$ cat config.mk
export PLATFORM = sky130hd
export DESIGN_NAME = baby_dispstore
export DESIGN_NICKNAME = d
export VERILOG_FILES = /design/src/rtl/baby_pkg.sv /design/src/rtl/baby_toggle_evt.sv /design/src/rtl/baby_dispstore.sv
export SDC_FILE = /design/constraint.sdc
export NUM_CORES = 1
export LEC_CHECK = 0
export BUFFER_PORTS_ARGS = -buffer_cell sky130_fd_sc_hd__buf_2
export CAP_MARGIN = 5
export CORE_UTILIZATION = 34
export DETAILED_ROUTE_END_ITERATION = 10
export PLACE_DENSITY = 0.46
export SKIP_LAST_GASP = 1
export SYNTH_ARGS = -nofsm -noshare
export SYNTH_HDL_FRONTEND = slang
export SYNTH_HIERARCHICAL = 1
export SYNTH_SLANG_ARGS = --single-unit
$ cat constraint.sdc
create_clock -name clk -period 4.99 [get_ports clk]
set_input_delay 0.2495 -clock clk [delete_from_list [all_inputs] [get_ports clk]]
set_output_delay 0.2495 -clock clk [all_outputs]
set_load 0.005 [all_outputs]
$ cat src/rtl/baby_pkg.sv
// Shared constants and FSM state type for the baby_dispstore display store.
package baby_pkg;
  localparam int WORD_W  = 32;
  localparam int ROW_W   = 5;
  localparam int ACC_ROW = 32;

  typedef enum logic {
    ST_CLEAR = 1'b0,
    ST_IDLE  = 1'b1
  } state_e;
endpackage

$ cat src/rtl/baby_toggle_evt.sv
// Turns a level-toggle input into one event per edge and holds its payload
// in a one-deep pending slot; ovf_o is sticky when a pending event is lost.
module baby_toggle_evt #(
  parameter int DATA_W = 32
) (
  input  logic              clk,
  input  logic              rst,
  input  logic              tog_i,
  input  logic [DATA_W-1:0] data_i,
  input  logic              commit_i,
  output logic              pend_o,
  output logic [DATA_W-1:0] data_o,
  output logic              ovf_o
);
  logic              tog_q;
  logic              evt;
  logic              pend_q, pend_d;
  logic              ovf_q, ovf_d;
  logic [DATA_W-1:0] data_q;

  assign evt = tog_i ^ tog_q;

  // A new event in the same cycle the slot commits simply refills it.
  always_comb begin
    pend_d = pend_q;
    ovf_d  = ovf_q;
    if (evt) begin
      pend_d = 1'b1;
      if (pend_q && !commit_i) ovf_d = 1'b1;
    end else if (commit_i) begin
      pend_d = 1'b0;
    end
  end

  always_ff @(posedge clk) begin
    tog_q <= tog_i;
    if (rst) begin
      pend_q <= 1'b0;
      ovf_q  <= 1'b0;
    end else begin
      pend_q <= pend_d;
      ovf_q  <= ovf_d;
    end
  end

  always_ff @(posedge clk) begin
    if (evt) data_q <= data_i;
  end

  assign pend_o = pend_q;
  assign data_o = data_q;
  assign ovf_o  = ovf_q;
endmodule

$ cat src/rtl/baby_dispstore.sv
// Display store: 32 store rows plus ACC, cleared after reset, written by
// toggle events, read by a 2-cycle pixel pipeline. BABY_CI_MARKER_EN adds the CI marker.
module baby_dispstore
  import baby_pkg::*;
#(
  parameter int MARK_DIV = 25000000,
  parameter int CLR_ROWS = 33
) (
  input  logic              clk,
  input  logic              reset,
  input  logic              update,
  input  logic [WORD_W-1:0] updatedata,
  input  logic [ROW_W-1:0]  updateaddr,
  input  logic              updateACC,
  input  logic [WORD_W-1:0] newACC,
  input  logic [ROW_W-1:0]  rCI,
  input  logic              pix_req,
  input  logic [5:0]        pix_row,
  input  logic [4:0]        pix_col,
  output logic              pix_valid,
  output logic              pix_on,
  output logic              pix_mark,
  output logic              ready,
  output logic              ovf
);
  localparam logic [5:0] CLR_LAST = 6'(CLR_ROWS - 1);
  localparam logic [5:0] ACC_IDX  = 6'(ACC_ROW);

  state_e                  state_q, state_d;
  logic [5:0]              clr_q, clr_d;
  logic                    clr_we;
  logic                    idle;

  logic                    st_pend, acc_pend;
  logic                    st_ovf, acc_ovf;
  logic [ROW_W+WORD_W-1:0] st_slot;
  logic [WORD_W-1:0]       acc_slot;

  logic [WORD_W-1:0]       store_q [32];
  logic [WORD_W-1:0]       acc_q;
  logic                    st_we, acc_we;
  logic [ROW_W-1:0]        st_waddr;
  logic [WORD_W-1:0]       st_wdata, acc_wdata;

  logic                    on_d, mark_d;
  logic                    vld_p1_q, on_p1_q, mark_p1_q;
  logic                    pix_valid_q, pix_on_q, pix_mark_q;

  assign idle = (state_q == ST_IDLE);

  always_comb begin
    state_d = state_q;
    clr_d   = clr_q;
    clr_we  = 1'b0;
    case (state_q)
      ST_CLEAR: begin
        clr_we = 1'b1;
        if (clr_q == CLR_LAST) state_d = ST_IDLE;
        else                   clr_d   = clr_q + 6'd1;
      end
      ST_IDLE: ;
      default: state_d = ST_CLEAR;
    endcase
  end

  always_ff @(posedge clk) begin
    if (reset) begin
      state_q <= ST_CLEAR;
      clr_q   <= '0;
    end else begin
      state_q <= state_d;
      clr_q   <= clr_d;
    end
  end

  baby_toggle_evt #(.DATA_W(ROW_W + WORD_W)) u_upd_evt (
    .clk      (clk),
    .rst      (reset),
    .tog_i    (update),
    .data_i   ({updateaddr, updatedata}),
    .commit_i (idle),
    .pend_o   (st_pend),
    .data_o   (st_slot),
    .ovf_o    (st_ovf)
  );

  baby_toggle_evt #(.DATA_W(WORD_W)) u_acc_evt (
    .clk      (clk),
    .rst      (reset),
    .tog_i    (updateACC),
    .data_i   (newACC),
    .commit_i (idle),
    .pend_o   (acc_pend),
    .data_o   (acc_slot),
    .ovf_o    (acc_ovf)
  );

  // Clear owns the write ports until IDLE; store and ACC commit independently.
  always_comb begin
    st_we     = 1'b0;
    st_waddr  = '0;
    st_wdata  = '0;
    acc_we    = 1'b0;
    acc_wdata = '0;
    if (!reset) begin
      if (clr_we) begin
        if (clr_q < ACC_IDX) begin
          st_we    = 1'b1;
          st_waddr = clr_q[ROW_W-1:0];
        end else if (clr_q == ACC_IDX) begin
          acc_we = 1'b1;
        end
      end else if (idle) begin
        st_we     = st_pend;
        st_waddr  = st_slot[WORD_W +: ROW_W];
        st_wdata  = st_slot[WORD_W-1:0];
        acc_we    = acc_pend;
        acc_wdata = acc_slot;
      end
    end
  end

  always_ff @(posedge clk) begin
    if (st_we)  store_q[st_waddr] <= st_wdata;
    if (acc_we) acc_q             <= acc_wdata;
  end

  // Lookup in the request cycle, so a same-cycle commit is not yet visible.
  always_comb begin
    on_d = 1'b0;
    if (idle) begin
      if (pix_row < ACC_IDX)       on_d = store_q[pix_row[ROW_W-1:0]][pix_col];
      else if (pix_row == ACC_IDX) on_d = acc_q[pix_col];
    end
  end

`ifdef BABY_CI_MARKER_EN
  localparam int CNT_W = (MARK_DIV > 1) ? $clog2(MARK_DIV) : 1;

  logic [CNT_W-1:0] cnt_q, cnt_d;
  logic             phase_q, phase_d;

  always_comb begin
    cnt_d   = cnt_q + CNT_W'(1);
    phase_d = phase_q;
    if (cnt_q == CNT_W'(MARK_DIV - 1)) begin
      cnt_d   = '0;
      phase_d = ~phase_q;
    end
  end

  always_ff @(posedge clk) begin
    if (reset) begin
      cnt_q   <= '0;
      phase_q <= 1'b0;
    end else begin
      cnt_q   <= cnt_d;
      phase_q <= phase_d;
    end
  end

  assign mark_d = idle && phase_q && (pix_row == {1'b0, rCI});
`else
  logic unused_mark;
  assign unused_mark = (^rCI) ^ (MARK_DIV > 0);
  assign mark_d      = 1'b0;
`endif

  // Stage 1: lookup result registered
  always_ff @(posedge clk) begin
    if (reset) vld_p1_q <= 1'b0;
    else       vld_p1_q <= pix_req;
    on_p1_q   <= on_d;
    mark_p1_q <= mark_d;
  end

  // Stage 2: output registers
  always_ff @(posedge clk) begin
    if (reset) begin
      pix_valid_q <= 1'b0;
      pix_on_q    <= 1'b0;
      pix_mark_q  <= 1'b0;
    end else begin
      pix_valid_q <= vld_p1_q;
      pix_on_q    <= on_p1_q;
      pix_mark_q  <= mark_p1_q;
    end
  end

  assign pix_valid = pix_valid_q;
  assign pix_on    = pix_on_q;
  assign pix_mark  = pix_mark_q;
  assign ready     = idle;
  assign ovf       = st_ovf | acc_ovf;
endmodule

==> impl_metrics.json, run 1 <==
{
  "synth_edf_count": 1125,
  "die_area_um2": 130500,
  "final-hold-violation-count": 0,
  "irDropWorstVdd_uv": 363.3,
  "fmax_ghz": 0.2653,
  "outcome": "finished, final reports clean",
  "layout.nets": 2502,
  "rsz0062_at_grt": "no",
  "yosysWarnings": 6,
  "setup_ws_ns": 1.220,
  "area_delta_synth_final_pct": 18.01,
  "fin_crit_sh_pct": 75.55,
  "rows": 131,
  "port_buffers": 88,
  "clock_latency_ns": 0.76,
  "crit_path_end_kind": "flop",
  "cts.reportedPaths.clkPinSlew_ns": 0.06,
  "pre_cts_slack_ns": 1.228,
  "slew_viol_final": 0,
  "ant_nets": 0,
  "routed_wl_um": 124200,
  "cp_max_fo": 13,
  "fin_tns_setup_ns": 0,
  "p_switching_uw": 4391,
  "cts_root_buf": "clkbuf_16",
  "fin_crit_ns": 3.770,
  "cts_buffers": 130,
  "switching_share_pct": 21.28,
  "synth.area.top_cells": "edfxtp_1 77%, mux4_2 9.9%, mux2i_1 3.8%",
  "cp.arrival_ns": 4.18,
  "intPower_uw": 16240,
  "antenna_found_initial": 3,
  "maxSlewHeadroom_pct": 9.024,
  "fin_util_pct": 40.52,
  "critical_path.endpoint": "store_q[14][16]$_DFFE_PP_",
  "vias": 22340,
  "cts_max_path_buffers": 3,
  "leakage_uw": 0.01587,
  "ys_async_sr_fraction_pct": 0,
  "crit_family": "simple AND/OR/NAND/NOR gates",
  "place_congestion": 0.7504,
  "gr-total-overflow": 0,
  "synth_nets": 2234,
  "r2r_slack_ns": 1.22,
  "power.density_nw_per_um2": 398.3,
  "r2r_start": "ready$_SDFF_PP0_",
  "route.detailed.drc": 0,
  "setup_viol_count_final": 0,
  "drt-pass1-iter-count": 7,
  "reg2reg_to": "store_q[14][16]$_DFFE_PP_",
  "cts_tree": "yes",
  "diodes": 0,
  "ctsResizeCount": 0,
  "die_h_um": 361.3,
  "dp_hpwl_um": 69270,
  "critPathMaxStageDelay_ns": 0.84,
  "drive_above_1_share_pct": 24.12,
  "crit_start": "ready$_SDFF_PP0_",
  "cap_violations": 0,
  "grt_util_all_layers_pct": 19.15,
  "p_comb_share_pct": 4.2,
  "yosysUniqueCellTypes": 58,
  "hold_path_depth": 4,
  "cp_num_cells": 6,
  "p_seq_share_pct": 51.0,
  "clock-skew-final_ns": 0.02549,
  "crit_buf_inv": 1,
  "p_clk_share_pct": 44.8,
  "yosys_most_used_dff": "edfxtp_1",
  "drt_iter0_markers": 1933,
  "start_kind": "flop",
  "cts_sinks": 1142,
  "synth.avg_cell_area_um2": 20.49,
  "grt_max_degree": 79,
  "cp_slowest_cell": "nor3_1",
  "grt_pass1_vias": 23240,
  "yosysTopAreaCell": "edfxtp_1",
  "worstRegToRegCells": 6,
  "vias_per_cell": 5.345,
  "max_slew.worst_pin.slew_ns": 1.365,
  "design.core.area_um2": 127800,
  "grt_pass1_wl_um": 174900,
  "crit_chain": "nor3_1, a22oi_1, nor2_1, nand2_1, nor2_4, buf_4",
  "synth_top_cell_area_share_pct": 76.96,
  "synthCells": 2142,
  "worstPathRequired_ns": 5.40,
  "wl_per_cell_um": 29.72,
  "start_util_pct": 34.34,
  "die_width_um": 361.3,
  "synth_seq_cells": 1142,
  "crit_type": "flop to flop",
  "syn-cell-area_um2": 43900,
  "htreeDepth": 4,
  "synth_sequential_area_ratio_pct": 77.73,
  "io_pins": 95,
  "hp-class": "primary input to flop"
}
[flip-flops by register name, indices dropped and copies added, names as in the netlist, 6 cells and up]
| register | count |
|---|---|
| store_q | 1024 |
| u_upd_evt/data_o | 37 |
| acc_q | 32 |
| u_acc_evt/data_o | 32 |
| clr_q | 6 |
[synthesized netlist by cell type, drive strengths merged, types with 14 or more instances]
cell / number
a211oi: 17
o21ai: 20
nor3: 14
nand2: 66
and2: 68
clkbuf: 48
a221oi: 17
nand3: 17
o22ai: 42
nor2: 65
buf: 70
o221ai: 15
dfxtp: 17
a21oi: 33
a22oi: 28
edfxtp: 1125
mux4: 193
mux2i: 165
[routing by layer]
| metal | share of wire, % | GRT usage, % | up-vias |
|---|---|---|---|
| met5 | 0 | 0 | - |
| met4 | 2.5 | 5.791 | 0 |
| met3 | 4.9 | 3.053 | 166 |
| met2 | 50 | 32.27 | 660 |
| met1 | 43 | 25.46 | 12090 |
| li1 | - | - | 9420 |
[through the flow]
stage / hold slack (ns) / instance area (um2) / cells / power, uW
6_report: 0.06719 / 51800 / 4179 / 20630
5_1_grt: 0.02659 / 51800 / 4179 / 21270
4_1_cts: 0.02081 / 51800 / 4179 / 20860
3_5_place_dp: 0.3836 / 46940 / 3866 / 11560
3_3_place_gp: 0.3774 / 46930 / 3865 / 11550
2_1_floorplan: 0.2772 / 43900 / 2142 / 11210
[placed cells by master, fill, tap and decap left out, drive strengths merged, types with 17 or more instances in the layout]
| master | instances |
|---|---|
| buf | 180 |
| edfxtp | 1125 |
| clkbuf | 158 |
| a211oi | 17 |
| o21ai | 20 |
| and2 | 68 |
| a22oi | 28 |
| nor2 | 65 |
| inv | 20 |
| a21oi | 33 |
| dfxtp | 17 |
| mux2i | 165 |
| o22ai | 42 |
| clkinv | 60 |
| a221oi | 17 |
| nand3 | 17 |
| nand2 | 66 |
| dlygate4sd3 | 74 |
| mux4 | 193 |
[area by class of cell]
class | count | area (um2)
clock buffer | 158 | 3443
clock inverter | 81 | 675.6
fill | 11400 | 76050
inverter | 9 | 33.78
multi-input combinational | 873 | 9369
sequential | 1142 | 34120
tap | 1662 | 2079
timing repair buffer | 254 | 2077
[how the worst min path moves through the flow]
stage | from | end | slack, ns
global placement | updateACC | u_acc_evt/tog_q$_DFF_P_ | 0.38
global route | pix_row[5] | on_p1_q$_SDFF_PN0_ | 0.03
detailed placement | updateACC | u_acc_evt/tog_q$_DFF_P_ | 0.38
CTS | pix_row[5] | on_p1_q$_SDFF_PN0_ | 0.02
floorplan | updateACC | u_acc_evt/tog_q$_DFF_P_ | 0.28
finish | pix_row[5] | on_p1_q$_SDFF_PN0_ | 0.07
[timing repair]
item | 4_1_cts | 5_1_grt
hold buffers | 74 | 0
buffers inserted | 0 | 0
endpoints found under the hold margin | 85 | 0
endpoints found under the setup margin | 0 | 0
[kinds of logic after synthesis]
logic type | count (synthesis) | synth area share [%]
buf+inv | 127 | 1.502
compound gates | 218 | 3.486
mux | 367 | 13.90
simple gates | 278 | 3.178
xor+xnor | 7 | 0.1397
other cells | 1 | 0.008543
fa+ha+maj | 2 | 0.05700
flops | 1142 | 77.73
[power by group through the flow]
stage,registers (uW),clock network (uW),logic [uW]
floorplan,10700,0,493
global placement,10700,0,824
detailed placement,10700,0,828
CTS,10500,9450,876
global route,10500,9820,913
finish,10500,9240,859
[worst reg2reg max path: cells and delay by family (launching register included)]
| kind | cells | cell delay [ns] |
|---|---|---|
| AOI/OAI and AO/OA | 1 | 0.30 |
| buffers and inverters | 1 | 0.45 |
| DFF | 1 | 0.44 |
| and+or+nand+nor | 4 | 2.22 |
No activity file was read; power rests on OpenSTA's default activity.
==> inputs of run 2 (changes only) <==
==> constraint.sdc (replaced) <==
create_clock -name clk -period 3.8 [get_ports clk]
set_input_delay 0.19 -clock clk [delete_from_list [all_inputs] [get_ports clk]]
set_output_delay 0.19 -clock clk [all_outputs]
set_load 0.005 [all_outputs]
==> run 2 against run 1 <==
Compared with the run above: via count up 1.3%; sequential share of layout area down 0.71 points; wire length up 2.2%; clock-buffer cell count up 21; hold slack better by 0.063 ns; combinational power up 37%; highest routed layer unchanged; die area unchanged; sequential power up 31%; maximum frequency up 18%; sequential cell count unchanged; worst setup slack worse by 0.61 ns.
==> impl_metrics.json, run 2 (synthesized netlist as in run 1, its figures left out) <==
{
  "outcome": "finished, final reports clean",
  "clock-skew-final_ns": 0.02764,
  "hp-class": "primary input to flop",
  "area_delta_synth_final_pct": 19.28,
  "layout.nets": 2553,
  "gr-total-overflow": 0,
  "post_cts_buffers": 0,
  "max_slew.worst_pin.slew_ns": 1.237,
  "pre_cts_slack_ns": 0.4573,
  "die_area_um2": 130500,
  "grt_max_degree": 58,
  "route.detailed.drc": 0,
  "routed_wl_um": 127000,
  "cp_slowest_cell": "dfxtp_1",
  "cts_sinks": 1142,
  "power.density_nw_per_um2": 515.5,
  "antenna_found_initial": 1,
  "maxSlewHeadroom_pct": 17.50,
  "vias": 22620,
  "largest_register": "store_q",
  "drt_iter0_markers": 2082,
  "wl_per_cell_um": 30.07,
  "cts_tree": "yes",
  "grt_pass1_wl_um": 178200,
  "worstPathRequired_ns": 4.21,
  "fillers": 11390,
  "cts_root_buf": "clkbuf_16",
  "multi_input_area_um2": 9369,
  "rsz0062_at_grt": "no",
  "cts_buffers": 130,
  "diodes": 0,
  "vias_per_cell": 5.357,
  "cap_violations": 0,
  "drive_above_1_share_pct": 25.34,
  "layout_common_cells": "1125 x edfxtp_1, 193 x mux4_2, 165 x mux2i_1, 137 x clkbuf_16, 110 x buf_4",
  "fin_tns_setup_ns": 0,
  "design.core.area_um2": 127800,
  "irDropWorstVdd_uv": 407.1,
  "grt_util_all_layers_pct": 19.51,
  "ant_nets": 0,
  "setup_ws_ns": 0.6149,
  "fmax_ghz": 0.3140,
  "cp_max_fo": 14,
  "fin_crit_ns": 3.185,
  "fin_crit_sh_pct": 83.82,
  "area.sequential_um2": 34120,
  "final-hold-violation-count": 0,
  "largest_reg_flops": 1024,
  "rows": 131,
  "io_pins": 95,
  "crit_path_end_kind": "flop",
  "cp.arrival_ns": 3.59,
  "port_buffers": 88,
  "clock_latency_ns": 0.73,
  "start_util_pct": 34.34,
  "final_common_cell": "edfxtp_1",
  "cts.reportedPaths.clkPinSlew_ns": 0.06,
  "dp_hpwl_um": 71230,
  "die_width_um": 361.3,
  "critPathMaxStageDelay_ns": 0.68,
  "slew_viol_final": 0,
  "place_congestion": 0.7618,
  "htreeDepth": 4,
  "setup_viol_count_final": 0,
  "die_h_um": 361.3,
  "crit_chain": "nor3_1, buf_4, a22oi_1, nand2_1, nor2_4, buf_12",
  "start_kind": "flop",
  "leakage_uw": 0.01616,
  "drt-pass1-iter-count": 9,
  "grt_pass1_vias": 23480,
  "cts_max_path_buffers": 3,
  "crit_type": "flop to flop"
}
==> run 2: cell types whose count changed in the layout (fill, tap and decap cells not counted), sizes merged <==
cell,previous run,this run
buf,180,230
bufinv,9,7
clkbuf,158,179
clkinv,60,43
clkinvlp,1,0
dlygate4sd3,74,75
inv,20,12
==> run 2: cell type report <==
type / count / share of cell area [%]
sequential: 1142 / 65.17
multi-input combinational: 873 / 17.89
clock buffer: 179 / 6.925
timing repair buffer: 305 / 5.157
tap: 1662 / 3.971
clock inverter: 53 / 0.8220
inverter: 9 / 0.06452
==> run 2: where the power goes <==
group          switching (uW)  internal [uW]  leakage, uW  total (uW)
sequential               41.6          13800      0.00948       13800
combinational             697            482      0.00468        1180
clock                    4860           7120      0.00199       12000
total                    5600          21400       0.0162       27000
==> run 2: layer usage <==
layer,vias up,share of wire [%],track usage (%)
li1,9528,-,-
met4,0,1.9,4.902
met3,152,4.0,2.549
met5,-,0,0
met2,604,50,33.06
met1,12340,44,26.55
==> run 2: timing repair <==
item,4_1_cts,5_1_grt
hold endpoints to repair,86,0
hold buffers,75,0
resized for setup,0,0
==> run 2: stage by stage <==
stage,power (uW),hold WS (ns),util (%),area [um2],std cells
CTS,27270,0.08208,40.93,52330,4222
finish,26990,0.1299,40.96,52360,4223
detailed placement,15230,0.3238,37.17,47530,3915
global placement,15220,0.3192,37.17,47530,3915
global route,27770,0.1221,40.96,52360,4223
floorplan,14730,0.2177,-,43900,2142
==> run 2: worst max-delay path, delay by kind of cell (launching register included) <==
kind / cells / cell delay (ns)
and+or+nand+nor: 3 / 1.30
DFF: 1 / 0.68
buffers and inverters: 2 / 0.47
AOI/OAI and AO/OA: 1 / 0.37
==> run 2: final timing paths <==
kind,to,slack (ns),from,cells past startpoint
min,u_upd_evt/tog_q$_DFF_P_,0.13,update,2
max,store_q[12][10]$_DFFE_PP_,0.61,ready$_SDFF_PP0_,6
min reg2reg,pix_valid$_SDFF_PP0_,0.45,vld_p1_q$_SDFF_PP0_,1
max reg2reg,store_q[12][10]$_DFFE_PP_,0.61,ready$_SDFF_PP0_,6
